$ cat config.mk
export PLATFORM = sky130hd
export DESIGN_NAME = cnvrow_sched
export DESIGN_NICKNAME = d
export VERILOG_FILES = /design/src/rtl/cnvrow_sched.sv
export SDC_FILE = /design/constraint.sdc
export NUM_CORES = 1
export LEC_CHECK = 0
export BUFFER_PORTS_ARGS = -buffer_cell sky130_fd_sc_hd__buf_4
export CORE_MARGIN = 5
export CORE_UTILIZATION = 50
export CTS_BUF_LIST = sky130_fd_sc_hd__clkbuf_4 sky130_fd_sc_hd__clkbuf_8
export CTS_CLUSTER_SIZE = 24
export DETAILED_ROUTE_END_ITERATION = 16
export PLACE_DENSITY_LB_ADDON = 0.1
export SYNTH_ARGS = -nofsm -noshare
export SYNTH_HDL_FRONTEND = slang
export SYNTH_SLANG_ARGS = --single-unit
$ cat constraint.sdc
create_clock -name clk -period 1.8 [get_ports clk]
set_input_delay 0.36 -clock clk [delete_from_list [all_inputs] [get_ports clk]]
set_output_delay 0.36 -clock clk [all_outputs]
set_load 0.03 [all_outputs]
$ cat src/rtl/cnvrow_sched.sv
// Row-level sequencer for one CNVROW unit: walks LENROW columns x NumBlk channel blocks,
// handshaking block data, the three MACAW engines and the incoming partial sum.
module cnvrow_sched #(
    parameter int LENROW  = 16,
    parameter int BLK_W   = 6,
    parameter int COL_W   = 4,
    parameter int FNH_TMO = 1023
) (
    input  logic             clk,
    input  logic             rst,
    input  logic             CFG_Sta,
    input  logic [BLK_W-1:0] CFG_NumBlk,
    input  logic             CFG_Abt,
    input  logic             BUFPEC_DatVld,
    output logic             PECBUF_DatRdy,
    input  logic             PSUM_Vld,
    output logic             PECPSUM_Rdy,
    output logic             PECMAC_Sta,
    input  logic             MACPEC_Fnh0,
    input  logic             MACPEC_Fnh1,
    input  logic             MACPEC_Fnh2,
    output logic             PECCNV_PlsAcc,
    output logic             PECCNV_FnhRow,
    output logic             Row_Busy,
    output logic             Row_Done,
    output logic             Row_Err,
    output logic [COL_W-1:0] Cur_Col,
    output logic [BLK_W-1:0] Cur_Blk
);

    localparam int TMO_W = (FNH_TMO < 2) ? 1 : $clog2(FNH_TMO + 1);

    typedef enum logic [2:0] {
        S_IDLE,
        S_WAIT_DAT,
        S_STA,
        S_WAIT_FNH,
        S_WAIT_PSUM,
        S_ACC,
        S_FNH
    } state_t;

    state_t             r_state;
    state_t             w_nxt;
    logic [BLK_W-1:0]   r_numblk;
    logic [COL_W-1:0]   r_col;
    logic [BLK_W-1:0]   r_blk;
    logic [2:0]         r_sticky;
    logic [TMO_W-1:0]   r_tmo;
    logic               r_err;
    logic               r_sta;
    logic               r_acc;
    logic               r_fnh;
    logic               r_busy;

    logic [2:0]         w_fnh;
    logic               w_fnh_all;
    logic               w_blk_last;
    logic               w_col_last;
    logic               w_tmo_hit;
    logic               w_abort;

    assign w_fnh      = {MACPEC_Fnh2, MACPEC_Fnh1, MACPEC_Fnh0};
    // A finish arriving in the same cycle as the last missing sticky bit still closes the block.
    assign w_fnh_all  = &(r_sticky | w_fnh);
    assign w_blk_last = (r_blk == r_numblk - BLK_W'(1));
    assign w_col_last = (r_col == COL_W'(LENROW - 1));
    assign w_tmo_hit  = (r_tmo == TMO_W'(FNH_TMO - 1));
    assign w_abort    = CFG_Abt && (r_state != S_IDLE);

    always_comb begin
        w_nxt = r_state;
        case (r_state)
            S_IDLE:      if (CFG_Sta) w_nxt = S_WAIT_DAT;
            S_WAIT_DAT:  if (BUFPEC_DatVld) w_nxt = S_STA;
            S_STA:       w_nxt = S_WAIT_FNH;
            S_WAIT_FNH: begin
                if (w_fnh_all)
                    w_nxt = w_blk_last ? S_WAIT_PSUM : S_WAIT_DAT;
                else if (w_tmo_hit)
                    w_nxt = S_IDLE;
            end
            S_WAIT_PSUM: if (PSUM_Vld) w_nxt = S_ACC;
            S_ACC:       w_nxt = w_col_last ? S_FNH : S_WAIT_DAT;
            S_FNH:       w_nxt = S_IDLE;
            default:     w_nxt = S_IDLE;
        endcase
        // Abort overrides timeout and every normal transition.
        if (w_abort)
            w_nxt = S_IDLE;
    end

    // Outputs are decoded from the next state and registered, so they track the state register.
    always_ff @(posedge clk or posedge rst) begin
        if (rst) begin
            r_state  <= S_IDLE;
            r_numblk <= '0;
            r_col    <= '0;
            r_blk    <= '0;
            r_sticky <= '0;
            r_tmo    <= '0;
            r_err    <= 1'b0;
            r_sta    <= 1'b0;
            r_acc    <= 1'b0;
            r_fnh    <= 1'b0;
            r_busy   <= 1'b0;
        end else begin
            r_state <= w_nxt;
            r_sta   <= (w_nxt == S_STA);
            r_acc   <= (w_nxt == S_ACC);
            r_fnh   <= (w_nxt == S_FNH);
            r_busy  <= (w_nxt != S_IDLE);

            if (w_abort) begin
                r_col    <= '0;
                r_blk    <= '0;
                r_sticky <= '0;
                r_tmo    <= '0;
            end else begin
                case (r_state)
                    S_IDLE: begin
                        if (CFG_Sta) begin
                            r_numblk <= (CFG_NumBlk == '0) ? BLK_W'(1) : CFG_NumBlk;
                            r_col    <= '0;
                            r_blk    <= '0;
                            r_err    <= 1'b0;
                        end
                    end
                    S_STA: begin
                        r_sticky <= '0;
                        r_tmo    <= '0;
                    end
                    S_WAIT_FNH: begin
                        r_sticky <= r_sticky | w_fnh;
                        if (w_fnh_all) begin
                            if (!w_blk_last)
                                r_blk <= r_blk + BLK_W'(1);
                        end else if (w_tmo_hit) begin
                            r_err <= 1'b1;
                            r_col <= '0;
                            r_blk <= '0;
                        end else begin
                            r_tmo <= r_tmo + TMO_W'(1);
                        end
                    end
                    S_ACC: begin
                        r_blk <= '0;
                        if (!w_col_last)
                            r_col <= r_col + COL_W'(1);
                    end
                    S_FNH: begin
                        r_col <= '0;
                    end
                    default: ;
                endcase
            end
        end
    end

    assign PECMAC_Sta    = r_sta;
    assign PECBUF_DatRdy = r_sta;
    assign PECCNV_PlsAcc = r_acc;
    assign PECPSUM_Rdy   = r_acc;
    assign PECCNV_FnhRow = r_fnh;
    assign Row_Done      = r_fnh;
    assign Row_Busy      = r_busy;
    assign Row_Err       = r_err;
    assign Cur_Col       = r_col;
    assign Cur_Blk       = r_blk;

endmodule

-- Yosys cells after proc, flatten, opt, wreduce, memory -nomap -nowiden
Cells that the tools add are included.
- $add $sub $neg: 4
- equality and inequality tests: 22
- mux-type cells: 32
- bitwise operators: 2
- reductions and logical operators: 15
- operators with widths (cell ; count):
    two-way mux 6 bit ; 6
    two-way mux 10 bit ; 3
    two-way mux 3 bit ; 9
    two-way mux 4 bit ; 5
    one-hot mux 10 bit (2 select lines) ; 1
    one-hot mux 3 bit (6 select lines) ; 1
    one-hot mux 6 bit (3 select lines) ; 1
    one-hot mux 4 bit (4 select lines) ; 1
    equality test 3 bit (second input constant) ; 5
    inequality test 3 bit (second input constant) ; 5
    adder 10 x 1 -> 10 bit (second input constant) ; 1
    equality test 10 bit (second input constant) ; 1
    AND reduction 5 bit ; 2
    equality test 3 x 2 -> 1 bit (second input constant) ; 3
    AND reduction 3 bit ; 3
    nonzero test 3 bit ; 3
    inequality test 4 bit (second input constant) ; 2
    adder 6 x 1 -> 6 bit (second input constant) ; 1
    equality test 6 bit ; 1
    zero test 6 bit ; 1
    inequality test 2 bit (second input constant) ; 3
    one-hot mux 3 bit (2 select lines) ; 1
    subtractor 6 x 1 -> 6 bit (second input constant) ; 1
    nonzero test 5 bit ; 1
    other kinds (12) ; 14
- register bits: 37
- input port bits: 15
- output and inout port bits: 18
- logic and storage cells: 86

-- Longest topological paths before layout
Gate-level depths: netlist (run 1).
- word-level depth: 7
- depth in mapped cells: 9
- depth with buffers taken out: 8

-- Worst setup path after synthesis (run 1)
OpenSTA, ideal clock, no wires.
- kind: flip-flop to flip-flop
- start: register r_blk[3], in the netlist Cur_Blk[3]
- end: register r_blk[2], in the netlist Cur_Blk[2]
- setup time: 120 ps
- data arrival time: 1856 ps
- required time: 1680 ps
- setup slack: -176 ps
- cell stages (with the launch flop): 8
- buffers on the path: 1
- period minus slack after synthesis: 1976 ps
- cell sequence: dfrtp_1 > buf_6 > xnor2_1 > xnor2_1 > nor4b_4 > nand2_4 > a32o_1 > a31o_1
- word-level cells in the longest chain between the ends: 3
- RTL lines (what ; line ; text):
    from (decl) ; 47 ; logic [BLK_W-1:0] r_blk;
    from (signal assigned) ; 137 ; r_blk <= r_blk + BLK_W'(1);
    equality test 6 bit ; 66 ; assign w_blk_last = (r_blk == r_numblk - BLK_W'(1));
    inequality test 4 bit (no source line) ; -- ;
    AND reduction 4 bit (no source line) ; -- ;
Every way passes these cells.
A chain may end at the register's enable or synchronous reset.

-- Worst setup path in the final report (run 1)
- start: register r_numblk[1]
- end: register r_blk[2], in the netlist Cur_Blk[2]
- word-level cells in the longest chain between the ends: 4
- RTL lines (what ; line ; text):
    from (decl) ; 45 ; logic [BLK_W-1:0] r_numblk;
    from (signal assigned) ; 123 ; r_numblk <= (CFG_NumBlk == '0) ? BLK_W'(1) : CFG_NumBlk;
    subtractor 6 x 1 -> 6 bit ; 66 ;
    equality test 6 bit ; 66 ;
    inequality test 4 bit (no source line) ; -- ;
    AND reduction 4 bit (no source line) ; -- ;
Every way passes these cells.

==> results of run 1 <==
==> synthesized netlist by cell type, types with 2 or more instances <==
library cell / number / area [um^2]
dfrtp_1: 37 / 926
nor2_1: 28 / 105
nand2_1: 16 / 60.1
a21oi_1: 11 / 55.1
nand3_1: 10 / 50.1
inv_1: 8 / 30.0
xor2_1: 8 / 70.1
nand4_1: 7 / 43.8
nor3_1: 7 / 35.0
o21ai_0: 7 / 35.0
o21ai_1: 7 / 35.0
ha_1: 5 / 62.6
mux2_2: 5 / 56.3
a21o_1: 4 / 30.0
and3_1: 4 / 25.0
clkbuf_1: 4 / 15.0
o31ai_1: 4 / 30.0
xnor2_1: 4 / 35.0
a32o_1: 3 / 30.0
buf_2: 3 / 15.0
buf_4: 3 / 22.5
nand3b_1: 3 / 22.5
or3_1: 3 / 18.8
a211o_1: 2 / 17.5
a211oi_1: 2 / 15.0
a31o_1: 2 / 17.5
a31oi_1: 2 / 12.5
and2_1: 2 / 12.5
nor2b_1: 2 / 12.5
o21bai_1: 2 / 15.0
o22a_1: 2 / 17.5
==> power groups by stage <==
stage / Clock [mW] / Combinational (mW) / Sequential [mW]
final: 0.603 / 1.89 / 1.10
after global routing: 0.646 / 2.04 / 1.12
after CTS: 0.611 / 1.66 / 1.08
after detailed placement: 0 / 1.55 / 1.09
after global placement: 0 / 1.53 / 1.09
after floorplan: 0 / 0.924 / 1.14
==> cells in the final DEF, fill, tap and decap left out, drive strengths merged, types with 4 or more instances in the layout <==
| cell | Yosys | final |
|---|---|---|
| and3 | 4 | 4 |
| nand3 | 11 | 11 |
| nor2 | 28 | 28 |
| dfrtp | 37 | 37 |
| nand4 | 7 | 7 |
| xor2 | 8 | 8 |
| nor3 | 8 | 8 |
| mux2 | 5 | 5 |
| a21oi | 11 | 11 |
| clkbuf | 4 | 7 |
| o31ai | 4 | 4 |
| nand2 | 17 | 17 |
| a21o | 4 | 4 |
| inv | 9 | 9 |
| xnor2 | 4 | 4 |
| buf | 7 | 83 |
| o21ai | 14 | 14 |
| ha | 5 | 5 |
==> final cells by class <==
cell class | count | area (um^2) | area share [%]
repair buffers | 83 | 627 | 20.7
inverters | 9 | 33.8 | 1.11
flip-flops and latches | 37 | 926 | 30.5
multi-input cells | 170 | 1290 | 42.7
well taps | 50 | 62.6 | 2.06
clock buffers | 7 | 90.1 | 2.97
==> final timing paths <==
| check | slack (ns) | from | cells past startpoint | end |
|---|---|---|---|---|
| setup reg to reg | -0.12 | r_numblk[1]$_DFFE_PP0P_ | 8 | Cur_Blk[2]$_DFFE_PP0P_ |
| hold reg to reg | 0.50 | r_sticky[1]$_DFFE_PP0N_ | 2 | r_sticky[1]$_DFFE_PP0N_ |
| setup / recovery | -0.12 | r_numblk[1]$_DFFE_PP0P_ | 8 | Cur_Blk[2]$_DFFE_PP0P_ |
| max in group asynchronous | 1.27 | rst | 3 | Cur_Col[0]$_DFFE_PP0P_ |
| hold / removal | 0.19 | rst | 3 | r_tmo[3]$_DFFE_PP0P_ |
| min in group clk | 0.31 | CFG_NumBlk[3] | 2 | r_numblk[3]$_DFFE_PP0P_ |
==> what timing repair did <==
| item | CTS | global route |
|---|---|---|
| hold buffers | 0 | 0 |
| gates resized for setup | 13 | 23 |
| pin swaps | 11 | 8 |
| buffers inserted | 2 | 4 |
| endpoints found under the setup margin | 20 | 24 |
| hold endpoints to repair | 0 | 0 |
==> stage by stage <==
| step | instance area [um^2] | util [%] | std cells | setup slack, ns |
|---|---|---|---|---|
| 2_1_floorplan | 2150 | - | 227 | -0.143 |
| 3_3_place_gp | 2730 | 67.3 | 344 | -0.0870 |
| 3_5_place_dp | 2730 | 67.3 | 344 | -0.153 |
| 4_1_cts | 2900 | 71.4 | 353 | -0.114 |
| 5_1_grt | 3030 | 74.7 | 356 | -0.190 |
| 6_report | 3030 | 74.7 | 356 | -0.118 |
==> cells by family (layout without fill, tap and decap cells) <==
family | Yosys count | after routing | synth area share, %
flops | 37 | 37 | 43.5
xor+xnor | 12 | 12 | 4.94
mux | 5 | 5 | 2.65
compound gates | 54 | 54 | 17.0
simple gates | 94 | 94 | 24.4
buf+inv | 20 | 99 | 4.58
fa+ha+maj | 5 | 5 | 2.94
==> state kept, by name, summed over array words and instances, names as in the netlist <==
| signal | cells |
|---|---|
| Cur_Blk | 6 |
| Cur_Col | 4 |
| PECBUF_DatRdy | 1 |
| PECCNV_FnhRow | 1 |
| PECCNV_PlsAcc | 1 |
| Row_Busy | 1 |
| Row_Err | 1 |
| r_numblk | 6 |
| r_state | 3 |
| r_sticky | 3 |
| r_tmo | 10 |
==> per-layer routing <==
metal	part of all wire (%)	track usage, %
met5	0	0
met4	0.54	4.27
met3	4.4	4.81
met2	47	31.1
met1	48	27.1
==> worst max-delay path, cell delays in order, from the launching register on <==
cell	delay, ns
dfrtp_1	0.36
inv_2	0.06
ha_4	0.25
xor2_1	0.14
nand2_1	0.11
nor4b_4	0.33
nand2_4	0.13
a32o_1	0.24
a31o_1	0.18
==> results.toml, run 1 <==
[power_and_ir_drop]
pwr-share-comb_pct = 52.5
leakagePower_nw = 1.46
switchingPower_mw = 1.42
intPower_mw = 2.17
seqPwrFrac_pct = 30.7
power_switching_share_pct = 39.5
p_clk_share_pct = 16.8
p_total_mw = 3.59
power.density_mw_per_mm2 = 1180
ir_drop_mv = 0.730

[sta]
slew_viol_final = 0
fmaxAchievable_mhz = 521
slew_headroom_pct = 67.6
tightest_slew_ns = 0.486
clock-skew-final_ns = 0.00514
min_period_ns = 1.92
finalHoldViolCount = 0
rsz0062_at_grt = "true"
setup_viol = 8
tns_ns = -0.667
worst_slack_ns = -0.118
period_share_pct = 107
holdWs_ns = 0.188

[status]
status = "finished with violations"
violations = "setup timing"

[detailed_routing]
drtIter0Drc = 110
avgRoutedWirePerCell_um = 15.0
drc = 0
detail_route.first_pass.iterations = 6
ant_nets = 0
via_per_inst = 5.48
routed_wl_mm = 5.34
vias = 1952

[yosys]
synth_nets = 247
ys_seq_area_share_pct = 43.5
synth.avg_cell_area_um2 = 9.38
async_flop_share_pct = 100
synth_edf_count = 0
synth_area_mm2 = 0.00213
syn_inst = 227
synth_cell_types = 51
yosysWarnings = 0
ys_seq_elements = 37
synth_ff_type = "dfrtp_1"

[floorplan]
dieArea_mm2 = 0.00566
ioPinCount = 33
start_util_pct = 52.5
core_area_mm2 = 0.00406
placementRows = 23
die_width_um = 75.2
die_y_um = 75.2

[worst_setup_path]
cp.required_ns = 1.98
start_kind = "flop"
crit_type = "flop to flop"
cp_max_fo = 8
end_kind = "flop"
cp.arrival_ns = 2.09

[placed_design]
port_buffers = 32
gp_congestion = 0.837
dp_hpwl_mm = 3.75

[clock_tree]
cts-root-buf = "clkbuf_8"
cts_num_sinks = 37
cts_made_buffers = 5
clk_pin_slew_ns = 0.07
clk_path_buf_depth = 2
tritoncts = "built"
htreeDepth = 2
clk_latency_ns = 0.29

[grt]
gr-total-overflow = 0
grt_pass1_wl_mm = 8.61
grt_pass1_vias = 1862
grt_use_total_pct = 19.5
antenna_found_initial = 0
grt_max_degree = 38

[finish]
syn_to_final_growth_pct = 42.5
drive_gt1_share_pct = 43.5
nFillCells = 284
fin_nets = 326
n_antenna_cell = 0

[run]
drv_cap = 0

[hold_path]
holdCritPathClass = "primary input to async pin"
Note: power is estimated with default switching activity, not from simulation.
==> run 2: changes to the inputs <==
--- a/config.mk
+++ b/config.mk
@@ -6,8 +6,10 @@
 export NUM_CORES = 1
 export LEC_CHECK = 0
 export BUFFER_PORTS_ARGS = -buffer_cell sky130_fd_sc_hd__buf_4
+export CELL_PAD_IN_SITES_DETAIL_PLACEMENT = 1
+export CELL_PAD_IN_SITES_GLOBAL_PLACEMENT = 1
 export CORE_MARGIN = 5
-export CORE_UTILIZATION = 50
+export CORE_UTILIZATION = 40
 export CTS_BUF_LIST = sky130_fd_sc_hd__clkbuf_4 sky130_fd_sc_hd__clkbuf_8
 export CTS_CLUSTER_SIZE = 24
 export DETAILED_ROUTE_END_ITERATION = 16
==> results.toml, run 2 (synthesis gave the netlist of run 1 again) <==
[status]
status = "finished with violations"
violations = "setup timing"

[finish]
final_cell_mix = "buf_4, dfrtp_1, nor2_1"
fin_nets = 333
largest_register_ffs = 10
drive_gt1_share_pct = 46.6
n_antenna_cell = 0
multiInputGateArea_mm2 = 0.00136
regMostFlops = "r_tmo"
syn_to_final_growth_pct = 49.6
final_common_cell = "buf_4"
seq_area_um2 = 926
nFillCells = 599

[power_and_ir_drop]
switchingPower_mw = 1.57
pwr-share-comb_pct = 55.7
seqPwrFrac_pct = 28.5
power_switching_share_pct = 40.8
leakagePower_nw = 1.53
ir_drop_mv = 0.813
power.density_mw_per_mm2 = 1210
p_total_mw = 3.85
p_clk_share_pct = 15.8
intPower_mw = 2.28

[worst_setup_path]
path_buf_inv = 1
slowest_stage = "dfrtp_1"
start_kind = "flop"
crit_family = "simple AND/OR/NAND/NOR gates"
r2r_slack_ns = -0.18
cp_max_fo = 8
worstPathCellList = "inv_2 > ha_4 > xor2_2 > nand2_2 > nor4b_4 > nand2_4 > a32o_1 > a31o_1"
cp.required_ns = 1.98
crit_type = "flop to flop"
critPathMaxStageDelay_ns = 0.39
end_kind = "flop"
cp.arrival_ns = 2.15

[floorplan]
die_y_um = 82.9
die_width_um = 82.9
start_util_pct = 41.4
dieArea_mm2 = 0.00688
core_area_mm2 = 0.00514
placementRows = 26
ioPinCount = 33

[sta]
fmaxAchievable_mhz = 506
setup_viol = 14
slew_headroom_pct = 67.1
rsz0062_at_grt = "true"
worst_slack_ns = -0.176
finalHoldViolCount = 0
period_share_pct = 110
tightest_slew_ns = 0.494
clock-skew-final_ns = 0.00304
slew_viol_final = 0
holdWs_ns = 0.201
min_period_ns = 1.98

[grt]
grt_pass1_wl_mm = 11.4
grt.met2_usage_pct = 36.0
busiest_layer = "met2"
antenna_found_initial = 0
grt_use_total_pct = 19.8
grt_pass1_vias = 2328
grt_max_degree = 38
met1_usage_pct = 24.0
gr-total-overflow = 0
gr-usage-met3_pct = 3.76

[clock_tree]
cts_made_buffers = 5
clk_pin_slew_ns = 0.07
tritoncts = "built"
cts_num_sinks = 37
cts_hold_buf = 0
cts-root-buf = "clkbuf_8"
clk_path_buf_depth = 2
clk_latency_ns = 0.28
htreeDepth = 2

[detailed_routing]
ant_nets = 0
drtIter0Drc = 58
avgRoutedWirePerCell_um = 18.9
via_per_inst = 5.52
detail_route.first_pass.iterations = 4
vias = 2115
drc = 0
routed_wl_mm = 7.26

[run]
drv_cap = 0

[placed_design]
port_buffers = 32
dp_hpwl_mm = 4.61
gp_congestion = 0.760

[hold_path]
holdCritPathClass = "primary input to async pin"
-- run 2: final cells by class --
type,count,area share (%)
Timing Repair Buffer,90,21.7
Multi-Input combinational cell,170,42.6
Inverter,9,1.06
Clock buffer,7,2.83
Tap cell,70,2.75
Sequential cell,37,29.1
-- run 2: metrics by stage --
| step | cell area (um^2) | util (%) | std cells | setup TNS (ns) | setup WS [ns] |
|---|---|---|---|---|---|
| after floorplan | 2150 | - | 227 | -0.669 | -0.143 |
| after global placement | 2800 | 54.5 | 370 | -0.689 | -0.119 |
| after detailed placement | 2800 | 54.5 | 370 | -1.58 | -0.171 |
| after CTS | 2980 | 58.0 | 378 | -1.05 | -0.134 |
| after global routing | 3180 | 61.9 | 383 | -3.12 | -0.261 |
| final | 3180 | 61.9 | 383 | -1.34 | -0.176 |
-- run 2: timing repair --
| action | in CTS | in global routing |
|---|---|---|
| setup endpoints to repair | 22 | 32 |
| pin swaps | 11 | 17 |
| setup buffers | 2 | 7 |
| gates resized for setup | 17 | 33 |
-- run 2: per-layer routing --
metal  part of all wire [%]  vias to the layer above
met3                    3.2                       12
li1                       -                      990
met4                    1.4                        0
met5                      0                        -
met1                     41                     1067
met2                     54                       46
-- run 2: worst min-delay path, stage by stage --
cell and delay [ns]:
buf_4 0.11, inv_1 0.04, buf_4 0.42
-- run 2: power groups by stage --
stage	sequential (mW)	combinational (mW)	clock (mW)
after CTS	1.09	1.80	0.618
after global routing	1.12	2.31	0.664
after floorplan	1.14	0.924	0
final	1.10	2.15	0.609
after detailed placement	1.10	1.65	0
after global placement	1.08	1.62	0
-- run 2: worst paths after layout --
kind / startpoint / endpoint / depth (start not counted)
worst max-delay path: r_numblk[1]$_DFFE_PP0P_ / Cur_Blk[5]$_DFFE_PP0P_ / 8
worst min-delay path: rst / Row_Err$_DFFE_PP0P_ / 3
worst max register to register: r_numblk[1]$_DFFE_PP0P_ / Cur_Blk[5]$_DFFE_PP0P_ / 8
worst min register to register: r_sticky[0]$_DFFE_PP0N_ / r_sticky[0]$_DFFE_PP0N_ / 2
max in group asynchronous: rst / Cur_Blk[3]$_DFFE_PP0P_ / 3
min in group clk: CFG_NumBlk[3] / r_numblk[3]$_DFFE_PP0P_ / 2
==> run 3: changes to the inputs <==
--- a/config.mk
+++ b/config.mk
@@ -9,7 +9,7 @@
 export CELL_PAD_IN_SITES_DETAIL_PLACEMENT = 1
 export CELL_PAD_IN_SITES_GLOBAL_PLACEMENT = 1
 export CORE_MARGIN = 5
-export CORE_UTILIZATION = 40
+export CORE_UTILIZATION = 45
 export CTS_BUF_LIST = sky130_fd_sc_hd__clkbuf_4 sky130_fd_sc_hd__clkbuf_8
 export CTS_CLUSTER_SIZE = 24
 export DETAILED_ROUTE_END_ITERATION = 16
==> constraint.sdc (replaced) <==
create_clock -name clk -period 1.9 [get_ports clk]
set_input_delay 0.38 -clock clk [delete_from_list [all_inputs] [get_ports clk]]
set_output_delay 0.38 -clock clk [all_outputs]
set_load 0.03 [all_outputs]
==> results.toml, run 3 (synthesis gave the netlist of run 1 again) <==
[finish]
largest_register_ffs = 10
fin_util_pct = 61.2
final_common_cell = "buf_4"
regMostFlops = "r_tmo"
final_area_mm2 = 0.00285
nFillCells = 546
multiInputGateArea_mm2 = 0.00120
final_cell_mix = "buf_4, dfrtp_1, nor2_1"
syn_to_final_growth_pct = 33.9
drive_gt1_share_pct = 36.9
n_antenna_cell = 0
fin_nets = 314
seq_area_um2 = 927

[run]
drv_cap = 0

[sta]
period_share_pct = 99.4
finalHoldViolCount = 0
clock-skew-final_ns = 0.00955
min_period_ns = 1.89
slew_viol_final = 0
fmaxAchievable_mhz = 529
slew_headroom_pct = 68.1
setup_viol = 0
rsz0062_at_grt = "true"
tightest_slew_ns = 0.479

[worst_setup_path]
start_kind = "flop"
reg2reg_depth = 8
cp_max_fo = 7
worstPathCellList = "inv_2 > ha_4 > xor2_1 > nand2_1 > nor4b_4 > nand2_4 > buf_4 > a32o_1"
crit_type = "flop to flop"
slowest_stage = "dfrtp_1"
end_kind = "flop"
timing.rr.end = "Cur_Blk[1]$_DFFE_PP0P_"
path_buf_inv = 2
critPathMaxStageDelay_ns = 0.38
cp.arrival_ns = 2.07
r2r-start = "r_numblk[1]$_DFFE_PP0P_"
crit_family = "simple AND/OR/NAND/NOR gates"
cp.required_ns = 2.08
r2r_slack_ns = 0.01

[clock_tree]
tritoncts = "built"
clk_path_buf_depth = 2
clk_pin_slew_ns = 0.08
cts_made_buffers = 5
clk_latency_ns = 0.30
cts_num_sinks = 37
cts-root-buf = "clkbuf_8"
cts_hold_buf = 0
htreeDepth = 2

[power_and_ir_drop]
leakagePower_nw = 1.38
power.density_mw_per_mm2 = 1130
ir_drop_mv = 0.660

[hold_path]
holdCritPathClass = "primary input to async pin"

[detailed_routing]
avgRoutedWirePerCell_um = 17.4
detail_route.first_pass.iterations = 4
routed_wl_mm = 6.08
via_per_inst = 5.64
vias = 1968
ant_nets = 0
drtIter0Drc = 100
drc = 0

[grt]
gr-total-overflow = 0
grt_use_total_pct = 21.1
grt_pass1_vias = 2161
antenna_found_initial = 0
grt_pass1_wl_mm = 10.4
grt_max_degree = 38

[floorplan]
dieArea_mm2 = 0.00620
placementRows = 25
core_area_mm2 = 0.00466
die_y_um = 78.8
die_width_um = 78.8
ioPinCount = 33
start_util_pct = 45.7

[placed_design]
port_buffers = 32
placed_area_mm2 = 0.00265
gp_congestion = 0.828
dp_hpwl_mm = 4.35

[status]
status = "completed"
run 3: metal layers:
layer / vias to the layer above / track usage (%) / routed length (um)
met5: - / 0 / 0
met4: 0 / 7.52 / 69
met3: 8 / 3.51 / 268
met2: 42 / 35.8 / 2970
met1: 966 / 27.1 / 2780
li1: 952 / - / -
run 3: final cells by class:
type	instances	area share, %
Timing Repair Buffer	71	18.7
Multi-Input combinational cell	170	42.0
Sequential cell	37	32.5
Inverter	9	1.19
Tap cell	54	2.37
Clock buffer	8	3.20
run 3: how the worst max path moves through the flow:
| stage | depth (start not counted) | end | from | slack, ns |
|---|---|---|---|---|
| final | 8 | Cur_Blk[1]$_DFFE_PP0P_ | r_numblk[1]$_DFFE_PP0P_ | 0.01 |
| after global routing | 8 | PECCNV_FnhRow$_DFF_PP0_ | r_numblk[1]$_DFFE_PP0P_ | -0.11 |
| after CTS | 8 | PECCNV_FnhRow$_DFF_PP0_ | r_numblk[0]$_DFFE_PP0P_ | -0.09 |
| after detailed placement | 7 | PECCNV_FnhRow$_DFF_PP0_ | r_numblk[0]$_DFFE_PP0P_ | -0.20 |
| after global placement | 8 | Cur_Blk[5]$_DFFE_PP0P_ | r_numblk[1]$_DFFE_PP0P_ | -0.07 |
| after floorplan | 8 | Cur_Blk[2]$_DFFE_PP0P_ | r_numblk[0]$_DFFE_PP0P_ | -0.04 |
run 3: stage by stage:
step	power, mW	worst slack, ns	setup TNS, ns	instances	hold slack [ns]
after floorplan	1.93	-0.0434	-0.135	227	0.463
after global placement	2.42	-0.0735	-0.361	338	0.478
after detailed placement	2.47	-0.205	-1.07	338	0.492
after CTS	3.16	-0.0863	-0.283	347	0.214
after global routing	3.47	-0.112	-0.878	349	0.250
final	3.23	0.0113	0	349	0.197
run 3: worst register-to-register path: stages (launching register included):
cell     delay, ns
dfrtp_1       0.38
inv_2         0.07
ha_4          0.26
xor2_1        0.14
nand2_1       0.10
nor4b_4       0.29
nand2_4       0.12
buf_4         0.17
a32o_1        0.25
run 3: where the power goes:
| group | switching, mW | total (mW) | internal, mW |
|---|---|---|---|
| clock network | 0.281 | 0.585 | 0.304 |
| registers | 0.142 | 1.07 | 0.927 |
| logic | 0.881 | 1.57 | 0.691 |
run 3: timing repair:
action	in CTS	in global routing
pin swaps	9	8
resized for setup	9	10
endpoints found under the setup margin	12	21
buffers inserted	1	2
